[config.mk]
export PLATFORM = sky130hd
export DESIGN_NAME = coherence_bus_ctrl_flat
export DESIGN_NICKNAME = d
export VERILOG_FILES = /design/src/rtl/coherence_bus_ctrl_pkg.sv /design/src/rtl/coherence_bus_ctrl_if.sv /design/src/rtl/coherence_bus_ctrl_rr_arbiter.sv /design/src/rtl/coherence_bus_ctrl.sv /design/src/flat_wrapper.sv
export SDC_FILE = /design/constraint.sdc
export NUM_CORES = 1
export LEC_CHECK = 0
export BUFFER_PORTS_ARGS = -buffer_cell sky130_fd_sc_hd__buf_2
export CAP_MARGIN = 20
export CORE_AREA = 2 2 196 198
export DETAILED_ROUTE_END_ITERATION = 10
export DIE_AREA = 0 0 198 200
export SLEW_MARGIN = 20
export SYNTH_ARGS = -nofsm -noshare
export SYNTH_HDL_FRONTEND = slang
export SYNTH_SLANG_ARGS = --single-unit
[constraint.sdc]
create_clock -name CLK -period 4.2 [get_ports CLK]
set_input_delay 0.42 -clock CLK [delete_from_list [all_inputs] [get_ports CLK]]
set_output_delay 0.42 -clock CLK [all_outputs]
set_load 0.05 [all_outputs]
[src/rtl/coherence_bus_ctrl_pkg.sv]
// Shared types and constants for the dual-core coherence bus controller.
package bus_ctrl_pkg;

    localparam int BLK_WORDS = 2;
    localparam int WORD_OFF  = 4;

    typedef enum logic [3:0] {
        IDLE,
        WB0,
        WB1,
        IFETCH,
        SNOOP,
        C2C0,
        C2C1,
        LD0,
        LD1
    } bus_state_t;

    // With two cores the snooper is always the core that is not the requester.
    function automatic logic other_core(input logic id);
        return ~id;
    endfunction

endpackage

[src/rtl/coherence_bus_ctrl_if.sv]
// Cache-side and RAM-side signal bundle of the coherence bus controller.
interface coherence_bus_ctrl_if #(
    parameter int NCPU   = 2,
    parameter int WORD_W = 32
);

    logic [NCPU-1:0]             iREN;
    logic [NCPU-1:0][WORD_W-1:0] iaddr;
    logic [NCPU-1:0][WORD_W-1:0] iload;
    logic [NCPU-1:0]             iwait;

    logic [NCPU-1:0]             dREN;
    logic [NCPU-1:0]             dWEN;
    logic [NCPU-1:0][WORD_W-1:0] daddr;
    logic [NCPU-1:0][WORD_W-1:0] dstore;
    logic [NCPU-1:0][WORD_W-1:0] dload;
    logic [NCPU-1:0]             dwait;

    logic [NCPU-1:0]             cctrans;
    logic [NCPU-1:0]             ccwrite;
    logic [NCPU-1:0]             ccwait;
    logic [NCPU-1:0]             ccinv;
    logic [NCPU-1:0][WORD_W-1:0] ccsnoopaddr;

    logic                        ramREN;
    logic                        ramWEN;
    logic [WORD_W-1:0]           ramaddr;
    logic [WORD_W-1:0]           ramstore;
    logic [WORD_W-1:0]           ramload;
    logic                        ram_wait;

    // master: the controller; slave: the caches and the RAM it serves.
    modport master (
        input  iREN, iaddr, dREN, dWEN, daddr, dstore, cctrans, ccwrite,
               ramload, ram_wait,
        output iload, iwait, dload, dwait, ccwait, ccinv, ccsnoopaddr,
               ramREN, ramWEN, ramaddr, ramstore
    );

    modport slave (
        output iREN, iaddr, dREN, dWEN, daddr, dstore, cctrans, ccwrite,
               ramload, ram_wait,
        input  iload, iwait, dload, dwait, ccwait, ccinv, ccsnoopaddr,
               ramREN, ramWEN, ramaddr, ramstore
    );

endinterface

[src/rtl/coherence_bus_ctrl_rr_arbiter.sv]
// Two-input round-robin arbiter: combinational grant, registered tie-break pointer.
module rr_arbiter
    import bus_ctrl_pkg::*;
(
    input  logic       CLK,
    input  logic       nRST,
    input  logic [1:0] req,
    input  logic       take,
    output logic       valid,
    output logic       id
);

    logic ptr;

    always_comb begin
        valid = |req;
        id    = (req == 2'b11) ? ptr : req[1];
    end

    // The pointer only moves when it actually resolved a tie, so a lone
    // requester does not rob the other core of its next turn.
    always_ff @(posedge CLK or negedge nRST) begin
        if (!nRST)
            ptr <= 1'b0;
        else if (take && req == 2'b11)
            ptr <= other_core(id);
    end

endmodule

[src/rtl/coherence_bus_ctrl.sv]
// Memory-side controller: arbitrates two icaches and two MSI dcaches onto one RAM and runs snoops.
module coherence_bus_ctrl
    import bus_ctrl_pkg::*;
#(
    parameter int NCPU   = 2,
    parameter int WORD_W = 32
)(
    input logic                  CLK,
    input logic                  nRST,
    coherence_bus_ctrl_if.master bus
);

    bus_state_t state, next_state;
    logic       req, next_req;
    logic       snp;

    logic wb_valid, wb_id, wb_take;
    logic cc_valid, cc_id, cc_take;
    logic if_valid, if_id, if_take;

    logic [NCPU-1:0]             iwait, dwait, ccwait, ccinv;
    logic [NCPU-1:0][WORD_W-1:0] iload, dload, ccsnoopaddr;
    logic                        ramREN, ramWEN;
    logic [WORD_W-1:0]           ramaddr, ramstore;

    assign snp = other_core(req);

    rr_arbiter u_wb_arb (
        .CLK(CLK), .nRST(nRST), .req(bus.dWEN & ~bus.cctrans),
        .take(wb_take), .valid(wb_valid), .id(wb_id)
    );

    rr_arbiter u_cc_arb (
        .CLK(CLK), .nRST(nRST), .req(bus.cctrans),
        .take(cc_take), .valid(cc_valid), .id(cc_id)
    );

    rr_arbiter u_if_arb (
        .CLK(CLK), .nRST(nRST), .req(bus.iREN),
        .take(if_take), .valid(if_valid), .id(if_id)
    );

    always_ff @(posedge CLK or negedge nRST) begin
        if (!nRST) begin
            state <= IDLE;
            req   <= 1'b0;
        end else begin
            state <= next_state;
            req   <= next_req;
        end
    end

    always_comb begin
        next_state  = state;
        next_req    = req;
        wb_take     = 1'b0;
        cc_take     = 1'b0;
        if_take     = 1'b0;
        iwait       = '1;
        dwait       = '1;
        ccwait      = '0;
        ccinv       = '0;
        ccsnoopaddr = '0;
        iload       = '0;
        dload       = '0;
        ramREN      = 1'b0;
        ramWEN      = 1'b0;
        ramaddr     = '0;
        ramstore    = '0;

        case (state)
            IDLE: begin
                if (wb_valid) begin
                    wb_take    = 1'b1;
                    next_req   = wb_id;
                    next_state = WB0;
                end else if (cc_valid) begin
                    cc_take    = 1'b1;
                    next_req   = cc_id;
                    next_state = SNOOP;
                end else if (if_valid) begin
                    if_take    = 1'b1;
                    next_req   = if_id;
                    next_state = IFETCH;
                end
            end

            WB0, WB1: begin
                ramWEN   = 1'b1;
                ramaddr  = bus.daddr[req];
                ramstore = bus.dstore[req];
                if (!bus.ram_wait) begin
                    dwait[req] = 1'b0;
                    next_state = (state == WB0) ? WB1 : IDLE;
                end
            end

            IFETCH: begin
                ramREN     = 1'b1;
                ramaddr    = bus.iaddr[req];
                iload[req] = bus.ramload;
                if (!bus.ram_wait) begin
                    iwait[req] = 1'b0;
                    next_state = IDLE;
                end
            end

            SNOOP: begin
                ccwait[snp]      = 1'b1;
                ccinv[snp]       = bus.ccwrite[req];
                ccsnoopaddr[snp] = bus.daddr[req];
                if (bus.cctrans[snp]) begin
                    if (bus.ccwrite[snp])
                        next_state = C2C0;
                    else if (bus.dREN[req])
                        next_state = LD0;
                    else begin
                        dwait[req] = 1'b0;
                        next_state = IDLE;
                    end
                end
            end

            // Dirty block flows snooper -> requester and is written back to RAM in the same beat.
            C2C0, C2C1: begin
                ccwait[snp]      = 1'b1;
                ccinv[snp]       = bus.ccwrite[req];
                ccsnoopaddr[snp] = bus.daddr[req];
                ramWEN           = 1'b1;
                ramaddr          = bus.daddr[snp];
                ramstore         = bus.dstore[snp];
                dload[req]       = bus.dstore[snp];
                if (!bus.ram_wait) begin
                    dwait[snp] = 1'b0;
                    dwait[req] = 1'b0;
                    next_state = (state == C2C0) ? C2C1 : IDLE;
                end
            end

            LD0, LD1: begin
                ramREN     = 1'b1;
                ramaddr    = bus.daddr[req];
                dload[req] = bus.ramload;
                if (!bus.ram_wait) begin
                    dwait[req] = 1'b0;
                    next_state = (state == LD0) ? LD1 : IDLE;
                end
            end

            default: next_state = IDLE;
        endcase
    end

    assign bus.iwait       = iwait;
    assign bus.iload       = iload;
    assign bus.dwait       = dwait;
    assign bus.dload       = dload;
    assign bus.ccwait      = ccwait;
    assign bus.ccinv       = ccinv;
    assign bus.ccsnoopaddr = ccsnoopaddr;
    assign bus.ramREN      = ramREN;
    assign bus.ramWEN      = ramWEN;
    assign bus.ramaddr     = ramaddr;
    assign bus.ramstore    = ramstore;

endmodule
[src/flat_wrapper.sv]
// flat-port wrapper written by rule: the top's interface ports become plain ports
module coherence_bus_ctrl_flat import bus_ctrl_pkg::*;
#(
    parameter int NCPU   = 2,
    parameter int WORD_W = 32
)
  (CLK, nRST, bus_iREN, bus_iaddr, bus_dREN, bus_dWEN, bus_daddr, bus_dstore, bus_cctrans, bus_ccwrite, bus_ramload, bus_ram_wait, bus_iload, bus_iwait, bus_dload, bus_dwait, bus_ccwait, bus_ccinv, bus_ccsnoopaddr, bus_ramREN, bus_ramWEN, bus_ramaddr, bus_ramstore);
  coherence_bus_ctrl_if #(.NCPU(NCPU), .WORD_W(WORD_W)) bus_i ();
  input logic CLK;
  input logic nRST;
  input wire logic [$bits(bus_i.iREN)-1:0] bus_iREN;
  input wire logic [$bits(bus_i.iaddr)-1:0] bus_iaddr;
  input wire logic [$bits(bus_i.dREN)-1:0] bus_dREN;
  input wire logic [$bits(bus_i.dWEN)-1:0] bus_dWEN;
  input wire logic [$bits(bus_i.daddr)-1:0] bus_daddr;
  input wire logic [$bits(bus_i.dstore)-1:0] bus_dstore;
  input wire logic [$bits(bus_i.cctrans)-1:0] bus_cctrans;
  input wire logic [$bits(bus_i.ccwrite)-1:0] bus_ccwrite;
  input wire logic [$bits(bus_i.ramload)-1:0] bus_ramload;
  input wire logic [$bits(bus_i.ram_wait)-1:0] bus_ram_wait;
  output wire logic [$bits(bus_i.iload)-1:0] bus_iload;
  output wire logic [$bits(bus_i.iwait)-1:0] bus_iwait;
  output wire logic [$bits(bus_i.dload)-1:0] bus_dload;
  output wire logic [$bits(bus_i.dwait)-1:0] bus_dwait;
  output wire logic [$bits(bus_i.ccwait)-1:0] bus_ccwait;
  output wire logic [$bits(bus_i.ccinv)-1:0] bus_ccinv;
  output wire logic [$bits(bus_i.ccsnoopaddr)-1:0] bus_ccsnoopaddr;
  output wire logic [$bits(bus_i.ramREN)-1:0] bus_ramREN;
  output wire logic [$bits(bus_i.ramWEN)-1:0] bus_ramWEN;
  output wire logic [$bits(bus_i.ramaddr)-1:0] bus_ramaddr;
  output wire logic [$bits(bus_i.ramstore)-1:0] bus_ramstore;
  assign bus_i.iREN = bus_iREN;
  assign bus_i.iaddr = bus_iaddr;
  assign bus_i.dREN = bus_dREN;
  assign bus_i.dWEN = bus_dWEN;
  assign bus_i.daddr = bus_daddr;
  assign bus_i.dstore = bus_dstore;
  assign bus_i.cctrans = bus_cctrans;
  assign bus_i.ccwrite = bus_ccwrite;
  assign bus_i.ramload = bus_ramload;
  assign bus_i.ram_wait = bus_ram_wait;
  assign bus_iload = bus_i.iload;
  assign bus_iwait = bus_i.iwait;
  assign bus_dload = bus_i.dload;
  assign bus_dwait = bus_i.dwait;
  assign bus_ccwait = bus_i.ccwait;
  assign bus_ccinv = bus_i.ccinv;
  assign bus_ccsnoopaddr = bus_i.ccsnoopaddr;
  assign bus_ramREN = bus_i.ramREN;
  assign bus_ramWEN = bus_i.ramWEN;
  assign bus_ramaddr = bus_i.ramaddr;
  assign bus_ramstore = bus_i.ramstore;
  coherence_bus_ctrl #(.NCPU(NCPU), .WORD_W(WORD_W)) u_core (.CLK(CLK), .nRST(nRST), .bus(bus_i));
endmodule
; ---- Yosys cells after proc, flatten, opt, wreduce, memory -nomap -nowiden
; Cells that the tools add are included.
[word_totals]
register_bits = 8
inputBits = 237
output_inout_bits = 266
wordCells = 129
[classes]
magnitude_cmp = 4
n_eq_ne = 17
n_mux = 71
n_bitwise = 13
n_reduce_logical = 19
[ops]
columns = operator, count
row1 = 32-bit 2-to-1 mux, 12
row2 = 64-bit AND, 3
row3 = 64-bit 2-to-1 mux, 2
row4 = 64-bit case mux with 2 select lines, 1
row5 = 32-bit case mux with 3 select lines, 1
row6 = 32-bit demux with 1-bit select, 2
row7 = 32-bit case mux with 2 select lines, 1
row8 = 4-bit 2-to-1 mux, 10
row9 = 1-bit 2-to-1 mux, 27
row10 = 4-bit case mux with 6 select lines, 1
row11 = 2-bit 2-to-1 mux, 9
row12 = "4-bit by 3-bit == test with 1-bit output, second input constant", 4
row13 = 2-bit OR reduction, 6
row14 = "4-bit by 2-bit == test with 1-bit output, second input constant", 2
row15 = "2-bit inequality test, second input constant", 4
row16 = 4-bit OR reduction, 2
row17 = 2-bit AND, 3
row18 = "2-bit == test, second input constant", 3
row19 = 3-bit 2-to-1 mux, 2
row20 = 2-bit NOT, 3
row21 = 2-bit case mux with 3 select lines, 1
row22 = 6-bit AND reduction, 1
row23 = 3-bit OR reduction, 2
row24 = 1-bit logical AND, 5
row25 = 11 further kinds, 17

; ---- Depth between registers and ports, before layout
[logic_depth]
ltp_word = 9
ltp_mapped = 8
depth_no_buf = 4

; ---- By module
; From an unflattened synthesis, not the netlist that was laid out.
[unflattened]
hier_cells = 662
area_unflattened_um2 = 4524.3
[modules_own_cells]
columns = mod, instances, cells_each, area_each_um2, seq_area_each_um2
row1 = coherence_bus_ctrl, 1, 644, 4355.4, 125.1
row2 = rr_arbiter, 3, 6, 56.3, 25.0

; ---- Least setup slack after synthesis
; No wires, ideal clock.
[synth_timing]
path_kind = register -> output
from = reg u_core.state[2]
to = out bus_ramaddr[31]
t_arrival_ps = 2229
t_required_ps = 3780
setup_slack_ps = 1551
stages_incl_launch_ff = 7
n_path_buf = 2
path_cell_list = dfrtp_1 buf_2 buf_2 or4b_1 o211ai_1 a221oi_1 o22ai_1
[synth_between]
elab_chain_cells = 3
word_cells_on_any_way = 10
cone_classes = eq/ne: 7 / mux: 1 / reduce/logical: 2
[synth_lines]
columns = element, line
row1 = from (decl), coherence_bus_ctrl.sv:13  ; bus_state_t state, next_state;
row2 = from (signal assigned), coherence_bus_ctrl.sv:48  ; state <= next_state;
row3 = 4-bit by 2-bit == test with 1-bit output (tied with other cells), coherence_bus_ctrl.sv:71  ; case (state)
row4 = 4-bit OR reduction (no line) or 2-bit OR reduction (tied branches), --
row5 = 32-bit case mux with 3 select lines *, coherence_bus_ctrl.sv:71
row6 = to (decl), flat_wrapper.sv:30  ; output wire logic [$bits(bus_i.ramaddr)-1:0] bus_ramaddr;
; Every way passes the cells marked *; elsewhere a longest branch is shown, timed or not.

; ---- Worst setup path in the final report
[layout_timing]
from = reg u_core.req
to = out bus_ramaddr[26]
[layout_between]
elab_chain_cells = 3
word_cells_on_any_way = 7
cone_classes = mux: 7
[layout_lines]
columns = element, line
row1 = from (decl), coherence_bus_ctrl.sv:14  ; logic req, next_req;
row2 = from (signal assigned), coherence_bus_ctrl.sv:49  ; req <= next_req;
row3 = "32-bit 2-to-1 mux, on equally long branches (2 in a row)", --
row4 = 32-bit case mux with 3 select lines *, coherence_bus_ctrl.sv:71
; Every way passes the cells marked *; elsewhere a longest branch is shown, timed or not. The select of a mux whose other input is x is not followed.

==> results by group <==
Run status
  • Status: complete, no violations

Clock network
  • Clock Sinks: 8
  • CTS Root Cell: clkbuf_16
  • CTS tree: done
  • Worst-Skew Late Latency: between 0.2 and 0.25 ns
  • Post-cts repair resize count: 0
  • Longest Clk Path Bufs: 2
  • H-tree depth: 1
  • Total CTS buffers: 3
  • CTS Hold Buffers Added: 0
  • Number of buffers added for setup after CTS: 0
  • Clock-pin transition on the worst setup and hold timing paths: 0.04 ns

Min path
  • Hold/Removal Path Class: input port to asynchronous set/reset pin

Synth
  • Ys async rst share: 100%
  • Unique cell type count in the Yosys netlist: 52
  • Post-synth EDFFs: 0
  • Post-synthesis instance area: 3630 µm²
  • Syn_area_per_cell: about 7.4 µm²
  • Most used DFF post-synth: dfrtp_1
  • Synth top area cells: a22o_1 23%, and2_1 11%, and3_1 11%
  • Yosys warns: 0
  • Post-synthesis sequential area ratio: around 5.5%
  • Share of the synthesized area in the top cell type: between 20% and 30%
  • Leading area contributor after synthesis: a22o_1
  • Post-Syn Nets: 731
  • Register bit total from synthesis: 8
  • Post-Synthesis Cells: 494

Route
  • DR WL met2: 12600 µm
  • Detailed Route Iter0 Violations: 625
  • Met3 Wirelength: 2530 µm
  • M1 WL: 10900 µm
  • Routed vias: 6291
  • Routed wire length per instance: 18.2 µm
  • DRC Markers: 0
  • Routed WL: between 20000 and 30000 µm
  • DRT antenna net count: 0
  • Drt via density: 4.30
  • Pre-Repair DR Iteration Count: 5
  • Max Used Layer: met5

Global routing
  • First-pass GRT wire length: ~35000 µm
  • All-Layer GR Usage: between 10 and 15%
  • Vias in the first global route: 5395
  • Initial antenna violation count: 5
  • Pin count of the biggest net entering global routing: 49
  • GRT overflow: 0

Pwr
  • Switching portion of total power: approximately three quarters
  • VDD IR max: 0.454 mV
  • Gate power share: 94.1%
  • Leak: 4.01 nW
  • Clock Power Share: 2.4%
  • Psw: 5.07 mW
  • Sequential share of power: 3.4%
  • Total power: 6.94 mW
  • Power per cell area: 1030 nW/µm²
  • Int Power: about 1.9 mW

STA
  • Final min period: between 3 and 4 ns
  • Measured slew at the worst slew-check pin: approximately 0.8 ns
  • Setup violators final: 0
  • Clk_skew: ~0.0068 ns
  • Period utilization: 79.3%
  • Setup_tns: 0 ns
  • Relative slew slack: 45.6%
  • Peak Freq: approximately 300 MHz
  • Final hold violations: 0
  • RSZ-0062 raised after global routing: false
  • Fin. max-slew vios: 0
  • Worst Hold Margin: 0.0191 ns

Critical path
  • WP data required: 3.78 ns
  • Critical path type: register to output port
  • Crit. End Element: output port
  • WP data arrival: 2.91 ns
  • Critical path launch point type: register
  • Worst Path Max Fanout: 48

Finish
  • Final non-filler cell total: about 1.5k
  • # nets final: 1188
  • Fill cells: 4219
  • Layout area overhead: 85.1%
  • Ratio of cells with drive above 1 in the final layout: between 50% and 60%

Placed design
  • Post-DP HPWL: 21300 µm
  • Gp weighted congestion: between 0.9 and 1
  • IO buf count: 502
  • Placed cells: 1457

Floorplan
  • Initial core utilization: 9.71%
  • I/O pins: 503
  • Die H: 200 µm
  • Number of cell rows: 71
  • Core Region: 37400 µm²
  • Die width: 198 µm
  • DIE AREA: a little under 40000 µm²

Flow run
  • Max-Cap Viols: 0
[critical path, stage by stage (launching register included)]
cell and delay [ns]:
dfrtp_4 0.65, buf_4 0.63, nand2_1 0.11, a2bb2oi_1 0.17
o22ai_2 0.15, buf_4 0.36, a221o_1 0.22, buf_2 0.26
[flip-flops by register name, indices dropped and copies added, names as in the netlist]
signal	flops
u_core.req	1
u_core.state	4
u_core.u_cc_arb.ptr	1
u_core.u_if_arb.ptr	1
u_core.u_wb_arb.ptr	1
[synthesized netlist by cell type (all sizes together) (2+ instances only)]
cell type / n
a22o: 96
and2: 66
and3: 66
nor2: 42
buf: 32
clkbuf: 32
mux2i: 32
a221o: 31
dfrtp: 8
nor3: 6
a21oi: 5
inv: 5
o21ai: 5
nand2: 4
nand2b: 4
xor2: 4
a221oi: 3
a311oi: 3
mux2: 3
nand3: 3
nor4: 3
o211ai: 3
or3: 3
or4b: 3
xnor2: 3
a2111oi: 2
a21o: 2
a2bb2oi: 2
nor2b: 2
nor4b: 2
o22ai: 2
o31ai: 2
or2: 2
or3b: 2
or4: 2
[placed cells by master (no fill, tap or decap), types with 3 or more instances in the layout]
master / instances
buf_2: 501
a22o_1: 96
and3_1: 66
and2_1: 66
nor2_1: 39
mux2i_1: 32
a221o_1: 31
buf_4: 14
dfrtp_1: 7
inv_1: 5
a21oi_1: 5
o21ai_0: 5
nand2_1: 4
xor2_1: 4
nand2b_1: 4
diode_2: 3
nor3_2: 3
a221oi_1: 3
or4b_1: 3
nor2_2: 3
o211ai_1: 3
nor3_1: 3
a311oi_1: 3
nand3_1: 3
clkbuf_16: 3
[stage by stage]
| stage | utilization (%) | worst slack [ns] | cell area (µm²) |
|---|---|---|---|
| after floorplan | - | 1.55 | 3630 |
| after global placement | 17.7 | 1.10 | 6630 |
| after detailed placement | 17.7 | 1.14 | 6630 |
| after CTS | 17.9 | 0.890 | 6710 |
| after global routing | 18.0 | 0.720 | 6720 |
| final | 18.0 | 0.870 | 6720 |
[logic make-up (layout without fill, tap and decap cells)]
family | Yosys count | in the layout | synth area share, %
XOR/XNOR | 7 | 7 | 1.90
multiplexers | 35 | 35 | 9.75
other | 0 | 3 | 0
flip-flops | 8 | 8 | 5.51
AND/OR/NAND/NOR | 213 | 213 | 34.8
buffers and inverters | 69 | 525 | 8.86
AO/OA/AOI/OAI | 162 | 162 | 39.2
[routing by layer]
layer | vias up | global-route usage [%]
met5 | - | 1.11
met1 | 3018 | 14.9
li1 | 2828 | -
met3 | 55 | 3.51
met2 | 384 | 18.5
met4 | 6 | 2.98
[path summary, 6_finish.rpt]
kind                       cells after the start                   to                 from  slack, ns
setup / recovery                               7      bus_ramaddr[26]           u_core.req       0.87
max in group asynchronous                      1           u_core.req                 nRST       3.99
hold / removal                                 1           u_core.req                 nRST       0.02
setup reg to reg                               5      u_core.state[3]           u_core.req       1.61
hold reg to reg                                1  u_core.u_cc_arb.ptr  u_core.u_cc_arb.ptr       0.47
min in group CLK                               1  u_core.u_cc_arb.ptr  u_core.u_cc_arb.ptr       0.47
[power by group through the flow]
stage / Clock, mW / Sequential [mW] / Combinational (mW)
after detailed placement: 0 / 0.236 / 6.49
after CTS: 0.174 / 0.236 / 6.50
after global placement: 0 / 0.226 / 6.45
after floorplan: 0 / 0.129 / 5.10
after global routing: 0.178 / 0.249 / 6.77
final: 0.170 / 0.237 / 6.53
[cell type report]
class	count	area [µm²]	share of cell area (%)
well taps	511	639	9.51
diodes	3	7.51	0.112
inverters	5	18.8	0.279
flip-flops and latches	8	204	3.03
repair buffers	516	2630	39.2
clock buffers	4	78.8	1.17
multi-input cells	417	3140	46.7
Power figures use the tool's default switching activity.
